`src/rtl/alu_pipe.sv`:
```
// Two-stage pipelined ALU with valid/ready handshakes, backpressure and an accumulator.
// Performs ADD/SUB (B inversion), AND, OR and XOR, and produces carry, overflow, zero, negative and sticky-overflow flags.
module alu_pipe #(
   parameter int unsigned WIDTH = 8
) (
   input  logic             clk,
   input  logic             rst,
   input  logic             in_valid,
   output logic             in_ready,
   input  logic [WIDTH-1:0] a,
   input  logic [WIDTH-1:0] b,
   input  logic             b_inv,
   input  logic [1:0]       sel,
   input  logic             acc_sel,
   input  logic             acc_clr,
   output logic             out_valid,
   input  logic             out_ready,
   output logic [WIDTH-1:0] result,
   output logic             carry,
   output logic             ov,
   output logic             zero,
   output logic             neg,
   output logic             ov_sticky
);

   localparam int unsigned MSB   = WIDTH - 1;
   localparam int unsigned SUM_W = WIDTH + 1;

   typedef enum logic [1:0] {
      OP_ADD = 2'b00,
      OP_AND = 2'b01,
      OP_OR  = 2'b10,
      OP_XOR = 2'b11
   } op_e;

   typedef struct packed {
      logic [WIDTH-1:0] a;
      logic [WIDTH-1:0] b;
      logic             b_inv;
      op_e              op;
      logic             acc_sel;
   } s1_t;

   s1_t              s1_q;
   logic             s1_valid;
   logic [WIDTH-1:0] acc_q;

   logic             s2_load;
   logic [WIDTH-1:0] op_a;
   logic [WIDTH-1:0] op_b;
   logic [SUM_W-1:0] sum;
   logic [WIDTH-1:0] c_res;
   logic             c_carry;
   logic             c_ov;

   // Handshake control: stage 1 frees up whenever its op moves into stage 2
   always_comb begin
      s2_load  = s1_valid && (!out_valid || out_ready);
      in_ready = !s1_valid || s2_load;
   end

   // Operand A is chosen at compute time so chained accumulator ops see the latest result
   always_comb begin
      op_a    = s1_q.acc_sel ? acc_q : s1_q.a;
      op_b    = s1_q.b_inv ? ~s1_q.b : s1_q.b;
      sum     = {1'b0, op_a} + {1'b0, op_b} + SUM_W'(s1_q.b_inv);
      c_res   = '0;
      c_carry = 1'b0;
      c_ov    = 1'b0;
      case (s1_q.op)
         OP_ADD: begin
            c_res   = sum[WIDTH-1:0];
            c_carry = sum[WIDTH];
            c_ov    = (op_a[MSB] == op_b[MSB]) && (sum[MSB] != op_a[MSB]);
         end
         OP_AND:  c_res = op_a & op_b;
         OP_OR:   c_res = op_a | op_b;
         OP_XOR:  c_res = op_a ^ op_b;
         default: c_res = '0;
      endcase
   end

   // Stage 1: operand capture
   always_ff @(posedge clk) begin
      if (rst) begin
         s1_valid <= 1'b0;
         s1_q     <= '0;
      end else begin
         if (in_valid && in_ready) begin
            s1_valid     <= 1'b1;
            s1_q.a       <= a;
            s1_q.b       <= b;
            s1_q.b_inv   <= b_inv;
            s1_q.op      <= op_e'(sel);
            s1_q.acc_sel <= acc_sel;
         end else if (s2_load) begin
            s1_valid <= 1'b0;
         end
      end
   end

   // Stage 2: result and flag registers, held while the consumer stalls
   always_ff @(posedge clk) begin
      if (rst) begin
         out_valid <= 1'b0;
         result    <= '0;
         carry     <= 1'b0;
         ov        <= 1'b0;
         zero      <= 1'b0;
         neg       <= 1'b0;
      end else if (s2_load) begin
         out_valid <= 1'b1;
         result    <= c_res;
         carry     <= c_carry;
         ov        <= c_ov;
         zero      <= ~|c_res;
         neg       <= c_res[MSB];
      end else if (out_ready) begin
         out_valid <= 1'b0;
      end
   end

   // Accumulator and sticky overflow; a clear pulse beats a concurrent update
   always_ff @(posedge clk) begin
      if (rst) begin
         acc_q     <= '0;
         ov_sticky <= 1'b0;
      end else begin
         if (acc_clr) begin
            acc_q <= '0;
         end else if (s2_load) begin
            acc_q <= c_res;
         end
         if (acc_clr) begin
            ov_sticky <= 1'b0;
         end else if (s2_load && c_ov) begin
            ov_sticky <= 1'b1;
         end
      end
   end

endmodule

```
`config.mk`:
```
export PLATFORM = sky130hd
export DESIGN_NAME = alu_pipe
export DESIGN_NICKNAME = d
export VERILOG_FILES = /design/src/rtl/alu_pipe.sv
export SDC_FILE = /design/constraint.sdc
export NUM_CORES = 1
export LEC_CHECK = 0
export ABC_AREA = 0
export BUFFER_PORTS_ARGS = -buffer_cell sky130_fd_sc_hd__buf_2
export CORE_MARGIN = 1.5
export CORE_UTILIZATION = 60
export DETAILED_ROUTE_END_ITERATION = 12
export GPL_TIMING_DRIVEN = 0
export PLACE_DENSITY = 0.91
export SYNTH_ARGS = -nofsm -noshare
export SYNTH_HDL_FRONTEND = slang
export SYNTH_SLANG_ARGS = --single-unit
```
`constraint.sdc`:
```
create_clock -name clk -period 5.6 [get_ports clk]
set_input_delay 1.12 -clock clk [delete_from_list [all_inputs] [get_ports clk]]
set_output_delay 1.12 -clock clk [all_outputs]
set_load 0.02 [all_outputs]
```
==> results of run 1 <==
==> cells in the mapped netlist, drive strengths merged (4+ instances only) <==
| library cell | n | area share [%] |
|---|---|---|
| clkbuf | 13 | 2.0 |
| nand3 | 4 | 0.83 |
| nand2 | 60 | 9.3 |
| nor2 | 24 | 3.7 |
| a21oi | 41 | 8.5 |
| ha | 16 | 8.3 |
| buf | 6 | 1.4 |
| xnor2 | 6 | 2.2 |
| dfxtp | 42 | 35 |
| mux4 | 6 | 5.6 |
| xor2 | 8 | 2.9 |
| o21ai | 10 | 2.1 |
| mux2i | 9 | 4.2 |
| inv | 25 | 3.9 |
| nor3 | 4 | 0.83 |
==> registers in the layout, indices dropped and copies added (netlist names) <==
name	count
carry	1
acc_q	8
ov	1
zero	1
s1_valid	1
out_valid	1
s1_q	20
result	8
ov_sticky	1
==> cell families (layout without fill, tap and decap cells) <==
| group | Yosys count | count (layout) | synth area share [%] |
|---|---|---|---|
| xor+xnor | 14 | 14 | 5.073 |
| mux | 15 | 15 | 9.834 |
| flops | 42 | 42 | 34.78 |
| compound gates | 63 | 63 | 15.63 |
| simple gates | 105 | 105 | 18.22 |
| buf+inv | 44 | 89 | 7.350 |
| fa+ha+maj | 17 | 17 | 9.110 |
==> worst paths after layout <==
path / from / to / slack (ns) / cells past startpoint
worst max-delay path: s1_q[3]$_SDFFE_PP0P_ / zero$_SDFFE_PP0P_ / 2.34 / 10
worst min-delay path: ov_sticky$_SDFFE_PP0P_ / ov_sticky$_SDFFE_PP0P_ / 0.45 / 2
worst max register to register: s1_q[3]$_SDFFE_PP0P_ / zero$_SDFFE_PP0P_ / 2.34 / 10
worst min register to register: ov_sticky$_SDFFE_PP0P_ / ov_sticky$_SDFFE_PP0P_ / 0.45 / 2
==> through the flow <==
| step | setup WS [ns] | util (%) |
|---|---|---|
| final | 2.341 | 73.72 |
| after global routing | 2.182 | 73.72 |
| after CTS | 2.420 | 73.72 |
| after detailed placement | 2.445 | 70.74 |
| after global placement | 2.531 | 70.74 |
| after floorplan | 2.826 | - |
==> critical path: stages, from the launching register on <==
cell and delay (ns):
dfxtp_1 0.38, buf_1 0.51, xor2_1 0.30, inv_1 0.12, fa_1 0.45, xnor2_1 0.15
mux4_2 0.46, nor2_1 0.26, nand3_1 0.13, nor3_1 0.26, a31o_1 0.19
==> power breakdown <==
part / leakage (nW) / internal [mW] / total (mW) / switching (mW)
Combinational: 0.870 / 0.0717 / 0.177 / 0.105
Clock: 0.0573 / 0.143 / 0.246 / 0.104
Sequential: 0.344 / 0.314 / 0.324 / 0.00943
==> cell usage in the layout (no fill, tap or decap), types with 2 or more instances in the layout <==
master      n
nand3_1     4
mux4_2      6
o21a_1      2
mux2i_1     8
clkbuf_8    6
a21oi_1    41
xor2_1      8
or3_1       2
clkbuf_1   13
nor2_1     24
ha_1       16
o21ai_0    10
nand2b_1    2
nor2b_1     2
nor3_1      4
inv_1      25
o2111ai_1   2
xnor2_1     6
buf_2      39
nand2_1    60
dfxtp_1    42
buf_1       3
==> cell type report <==
class,instances,area share (%)
Buffer,19,3.015
Clock buffer,6,2.970
Clock inverter,1,1.080
Inverter,25,3.375
Multi-Input combinational cell,214,50.31
Sequential cell,42,30.24
Tap cell,48,2.160
Timing Repair Buffer,38,6.841
==> per-layer routing <==
| layer | track usage [%] | share of wire (%) | up-vias | routed length, um |
|---|---|---|---|---|
| met4 | 11.48 | 2.7 | 0 | 155 |
| met3 | 6.588 | 8.6 | 16 | 505 |
| met2 | 50.13 | 49 | 98 | 2860 |
| li1 | - | - | 1083 | - |
| met1 | 34.40 | 40 | 1029 | 2320 |
| met5 | 0 | 0 | - | 0 |
==> flow_metrics.py, run 1 <==
metrics = {
    "run_status": {
        "outcome": "finished, final reports clean",
    },
    "clocking": {
        "cts_resized": 0,
        "clk_pin_slew_worst_paths_ns": 0.08,
        "h-tree-depth": 2,
        "cts_tree": "yes",
        "cts.sinks": 42,
        "postCtsHoldBufs": 0,
        "cts-root-buf": "clkbuf_8",
        "cts_max_path_buffers": 2,
        "clk_latency_ns": 0.30,
        "cts_buffers": 5,
        "post_cts_buffers": 0,
    },
    "routing": {
        "antenna_left": 0,
        "drt-vias-per-instance": 5.664,
        "vias": 2226,
        "drt_wl_total_um": 5842,
        "drc": 0,
        "drt-pass1-iter-count": 4,
        "drtIter0Drc": 112,
        "wire_per_inst_um": 14.87,
    },
    "finish": {
        "stdcell_area_um2": 2780,
        "stdcell_count": 393,
        "nNetsFinal": 387,
        "nFillCells": 281,
        "seq_area_um2": 840.8,
        "multiInputGateArea_um2": 1399,
        "synthToLayoutAreaGrowth_pct": 15.01,
        "drive_above_1_share_pct": 17.10,
        "n_antenna_cell": 0,
    },
    "pwr": {
        "power_density_nw_per_um2": 268.7,
        "vdd.ir_drop.worst_mv": 0.1899,
        "power_uw": 746.9,
        "p_leak_nw": 1.271,
    },
    "floorplan": {
        "initial_core_util_pct": 64.10,
        "die_area_um2": 4419,
        "fp.dieH_um": 66.48,
        "die_x_um": 66.48,
        "io_pins": 40,
        "core_area_um2": 3771,
        "placementRows": 22,
    },
    "grt": {
        "grt_pass1_vias": 2141,
        "grt_pass1_wl_um": 9459,
        "grt.overflow.total": 0,
        "antenna_found_initial": 0,
        "grt_start_max_net_pins": 13,
        "grt_use_total_pct": 28.90,
    },
    "hold_path": {
        "hold_path_class": "flip-flop to flip-flop",
    },
    "placed_design": {
        "gp_congestion": 0.8649,
        "dp_cells": 386,
        "place_hpwl_um": 4239,
        "io_buffer_count": 38,
        "placedInstanceArea_um2": 2668,
    },
    "sta": {
        "hold_viol": 0,
        "whs_ns": 0.4461,
        "fin_crit_sh_pct": 58.19,
        "period_needed_ns": 3.259,
        "setup_tns_ns": 0,
        "relSlewSlack_pct": 55.89,
        "finalMaxSlewViolations": 0,
        "clock_skew_ns": 0.007761,
        "fmax_mhz": 306.9,
        "setup_viol": 0,
        "worstMarginPinSlew_ns": 0.6617,
        "rsz0062_at_grt": "no",
    },
    "yosys": {
        "synth_seq_cells": 42,
        "avgSynthCellArea_um2": 8.058,
        "syn_area_um2": 2417,
        "synthArstFlopShare_pct": 0,
        "ys.flop_type": "dfxtp_1",
        "yosysUniqueCellTypes": 40,
        "synth_cells": 300,
        "synth_edf_count": 0,
        "synth_warnings": 0,
        "synth_nets": 342,
        "ys_seq_area_share_pct": 34.78,
    },
    "worst_setup_path": {
        "crit_type": "flip-flop to flip-flop",
        "cp_max_fo": 10,
        "endpoint_kind": "flip-flop",
        "worst_setup_path_start_kind": "flip-flop",
        "crit_arrival_ns": 3.51,
        "required_ns": 5.85,
    },
    "job": {
        "max-cap-violations": 0,
    },
}
Note: power is estimated with default switching activity, not from simulation.
==> run 2: changes to the inputs <==
==> config.mk (replaced) <==
export PLATFORM = sky130hd
export DESIGN_NAME = alu_pipe
export DESIGN_NICKNAME = d
export VERILOG_FILES = /design/src/rtl/alu_pipe.sv
export SDC_FILE = /design/constraint.sdc
export NUM_CORES = 1
export LEC_CHECK = 0
export ABC_AREA = 1
export BUFFER_PORTS_ARGS = -buffer_cell sky130_fd_sc_hd__buf_2
export CORE_MARGIN = 1.5
export CORE_UTILIZATION = 51
export DETAILED_ROUTE_END_ITERATION = 12
export GPL_TIMING_DRIVEN = 0
export PLACE_DENSITY = 0.83
export SYNTH_ARGS = -nofsm -noshare
export SYNTH_HDL_FRONTEND = slang
export SYNTH_SLANG_ARGS = --single-unit
==> constraint.sdc (replaced) <==
create_clock -name clk -period 2.8 [get_ports clk]
set_input_delay 0.56 -clock clk [delete_from_list [all_inputs] [get_ports clk]]
set_output_delay 0.56 -clock clk [all_outputs]
set_load 0.02 [all_outputs]
==> flow_metrics.py, run 2 <==
metrics = {
    "pwr": {
        "power_density_nw_per_um2": 553.4,
        "p_leak_nw": 1.353,
        "vdd.ir_drop.worst_mv": 0.3213,
    },
    "hold_path": {
        "hold_start": "ov$_SDFFE_PP0P_",
        "hold_path_class": "flip-flop to flip-flop",
        "whs_path_depth": 2,
    },
    "worst_setup_path": {
        "timing.critical_path.from": "s1_q[0]$_SDFFE_PP0P_",
        "regToRegStartpoint": "s1_q[0]$_SDFFE_PP0P_",
        "timing.rr.end": "result[5]$_SDFFE_PP0P_",
        "endpoint_kind": "flip-flop",
        "crit_arrival_ns": 2.67,
        "reg2reg_slack_ns": 0.31,
        "required_ns": 2.97,
        "crit_type": "flip-flop to flip-flop",
        "worst_setup_path_start_kind": "flip-flop",
        "reg2reg_depth": 14,
        "crit_end": "result[5]$_SDFFE_PP0P_",
        "cp_max_fo": 10,
    },
    "routing": {
        "drc": 0,
        "drt_wl_total_um": 5551,
        "antenna_left": 0,
        "drt-vias-per-instance": 5.307,
        "wire_per_inst_um": 12.53,
        "vias": 2351,
        "drtIter0Drc": 181,
        "drt-pass1-iter-count": 8,
    },
    "finish": {
        "largest_reg_flops": 20,
        "n_antenna_cell": 0,
        "nFillCells": 421,
        "final_common_cell": "nand2_1",
        "top_register": "s1_q",
        "nNetsFinal": 432,
        "stdcell_count": 443,
        "final_cell_mix": "69 x nand2_1, 43 x nor2_1, 42 x dfxtp_1",
        "top_regs": "s1_q x20, acc_q x8, result x8",
        "synthToLayoutAreaGrowth_pct": 14.57,
        "drive_above_1_share_pct": 17.90,
    },
    "grt": {
        "grt_use_total_pct": 22.80,
        "grt_start_max_net_pins": 15,
        "grt_pass1_wl_um": 9073,
        "grt_pass1_vias": 2051,
        "antenna_found_initial": 0,
        "grt.overflow.total": 0,
    },
    "floorplan": {
        "initial_core_util_pct": 54.08,
        "placementRows": 24,
        "io_pins": 40,
        "die_x_um": 71.42,
        "die_area_um2": 5100,
        "fp.dieH_um": 71.42,
        "core_area_um2": 4414,
    },
    "sta": {
        "fmax_mhz": 401.4,
        "fin_crit_sh_pct": 88.98,
        "rsz0062_at_grt": "no",
        "finalMaxSlewViolations": 0,
        "worstMarginPinSlew_ns": 0.5272,
        "relSlewSlack_pct": 64.48,
        "setup_tns_ns": 0,
        "setup_viol": 0,
        "hold_viol": 0,
        "period_needed_ns": 2.492,
        "clock_skew_ns": 0.01103,
    },
    "clocking": {
        "cts_buffers": 5,
        "postCtsHoldBufs": 0,
        "post_cts_buffers": 0,
        "clk_pin_slew_worst_paths_ns": 0.09,
        "cts.sinks": 42,
        "cts-root-buf": "clkbuf_8",
        "cts_tree": "yes",
        "clk_latency_ns": 0.30,
        "cts_max_path_buffers": 2,
        "cts_resized": 0,
        "h-tree-depth": 2,
    },
    "yosys": {
        "syn_area_um2": 2387,
        "synth_top_area_share_pct": 35.22,
        "synth.area.top_cells": "dfxtp_1 35%, nand2_1 11%, ha_1 8.4%",
        "synth_largest_area_cell": "dfxtp_1",
        "synth_nets": 386,
        "synth_most_common_cell": "nand2_1",
        "synth_warnings": 0,
        "synth_edf_count": 0,
        "avgSynthCellArea_um2": 6.940,
        "synth_cells": 344,
        "synthArstFlopShare_pct": 0,
        "synth_seq_cells": 42,
        "yosysUniqueCellTypes": 33,
        "ys.flop_type": "dfxtp_1",
        "ys_seq_area_share_pct": 35.22,
        "yosys-top-cells-count": "69 x nand2_1, 43 x nor2_1, 42 x dfxtp_1, 35 x inv_1, 31 x a21oi_1",
    },
    "placed_design": {
        "io_buffer_count": 39,
        "dp_cells": 435,
        "gp_congestion": 0.9161,
        "place_hpwl_um": 4336,
    },
    "run_status": {
        "outcome": "finished, final reports clean",
    },
    "job": {
        "max-cap-violations": 0,
    },
}
-- run 2: area by class of cell --
class	count	area [um^2]	area share, %
Clock buffer	5	68.82	2.516
Buffer	12	53.80	1.967
Multi-Input combinational cell	250	1340	48.99
Inverter	40	152.6	5.581
Clock inverter	3	18.77	0.6862
Timing Repair Buffer	39	195.2	7.136
Sequential cell	42	840.8	30.74
Tap cell	52	65.06	2.379
-- run 2: stage by stage --
step / hold WS, ns / area, um^2 / setup WS [ns] / util [%] / power, mW
after floorplan: 0.4340 / 2387 / 0.7089 / - / 1.007
after global placement: 0.4334 / 2648 / 0.3450 / 59.98 / 1.113
after detailed placement: 0.4521 / 2648 / 0.3308 / 59.98 / 1.123
after CTS: 0.4659 / 2735 / 0.3126 / 61.96 / 1.517
after global routing: 0.4857 / 2735 / 0.09624 / 61.96 / 1.612
final: 0.4648 / 2735 / 0.3085 / 61.96 / 1.514
-- run 2: kinds of logic (layout without fill, tap and decap cells) --
logic type	after synthesis	after routing	synth area share [%]
AOI/OAI and AO/OA	71	71	15.78
buffers and inverters	52	99	8.647
adders and majority gates	17	17	9.224
xor gates and xnor gates	10	10	3.669
and+or+nand+nor	152	152	27.46
DFF	42	42	35.22
-- run 2: critical path, cell delays in order (launching register included) --
cell     delay (ns)
dfxtp_1        0.32
buf_4          0.16
inv_2          0.09
or2_2          0.27
o21ai_0        0.16
inv_1          0.08
ha_1           0.32
a21oi_1        0.23
o21a_1         0.16
nand2_1        0.05
nand2_1        0.05
nand2_1        0.05
a21oi_1        0.20
or2_1          0.16
a21oi_1        0.07
-- run 2: routing by layer --
metal  wire [um]  share of wire, %  track usage, %  vias up
li1            -                 -               -     1197
met1        2478                45           28.62     1038
met2        2529                46           38.79       97
met3         356               6.4           4.923       19
met4         186               3.4           7.757        0
met5           0                 0               0        -
-- run 2: report_power, final --
group / internal (mW) / total [mW] / switching (mW)
Combinational: 0.168 / 0.455 / 0.287
Sequential: 0.636 / 0.661 / 0.0250
Clock: 0.176 / 0.397 / 0.222
-- run 2: how the worst min path moves through the flow --
| stage | end | slack, ns |
|---|---|---|
| after floorplan | acc_q[1]$_SDFFE_PP0P_ | 0.43 |
| after global placement | ov_sticky$_SDFFE_PP0P_ | 0.43 |
| after detailed placement | acc_q[1]$_SDFFE_PP0P_ | 0.45 |
| after CTS | result[4]$_SDFFE_PP0P_ | 0.47 |
| after global routing | acc_q[4]$_SDFFE_PP0P_ | 0.49 |
| final | ov$_SDFFE_PP0P_ | 0.46 |
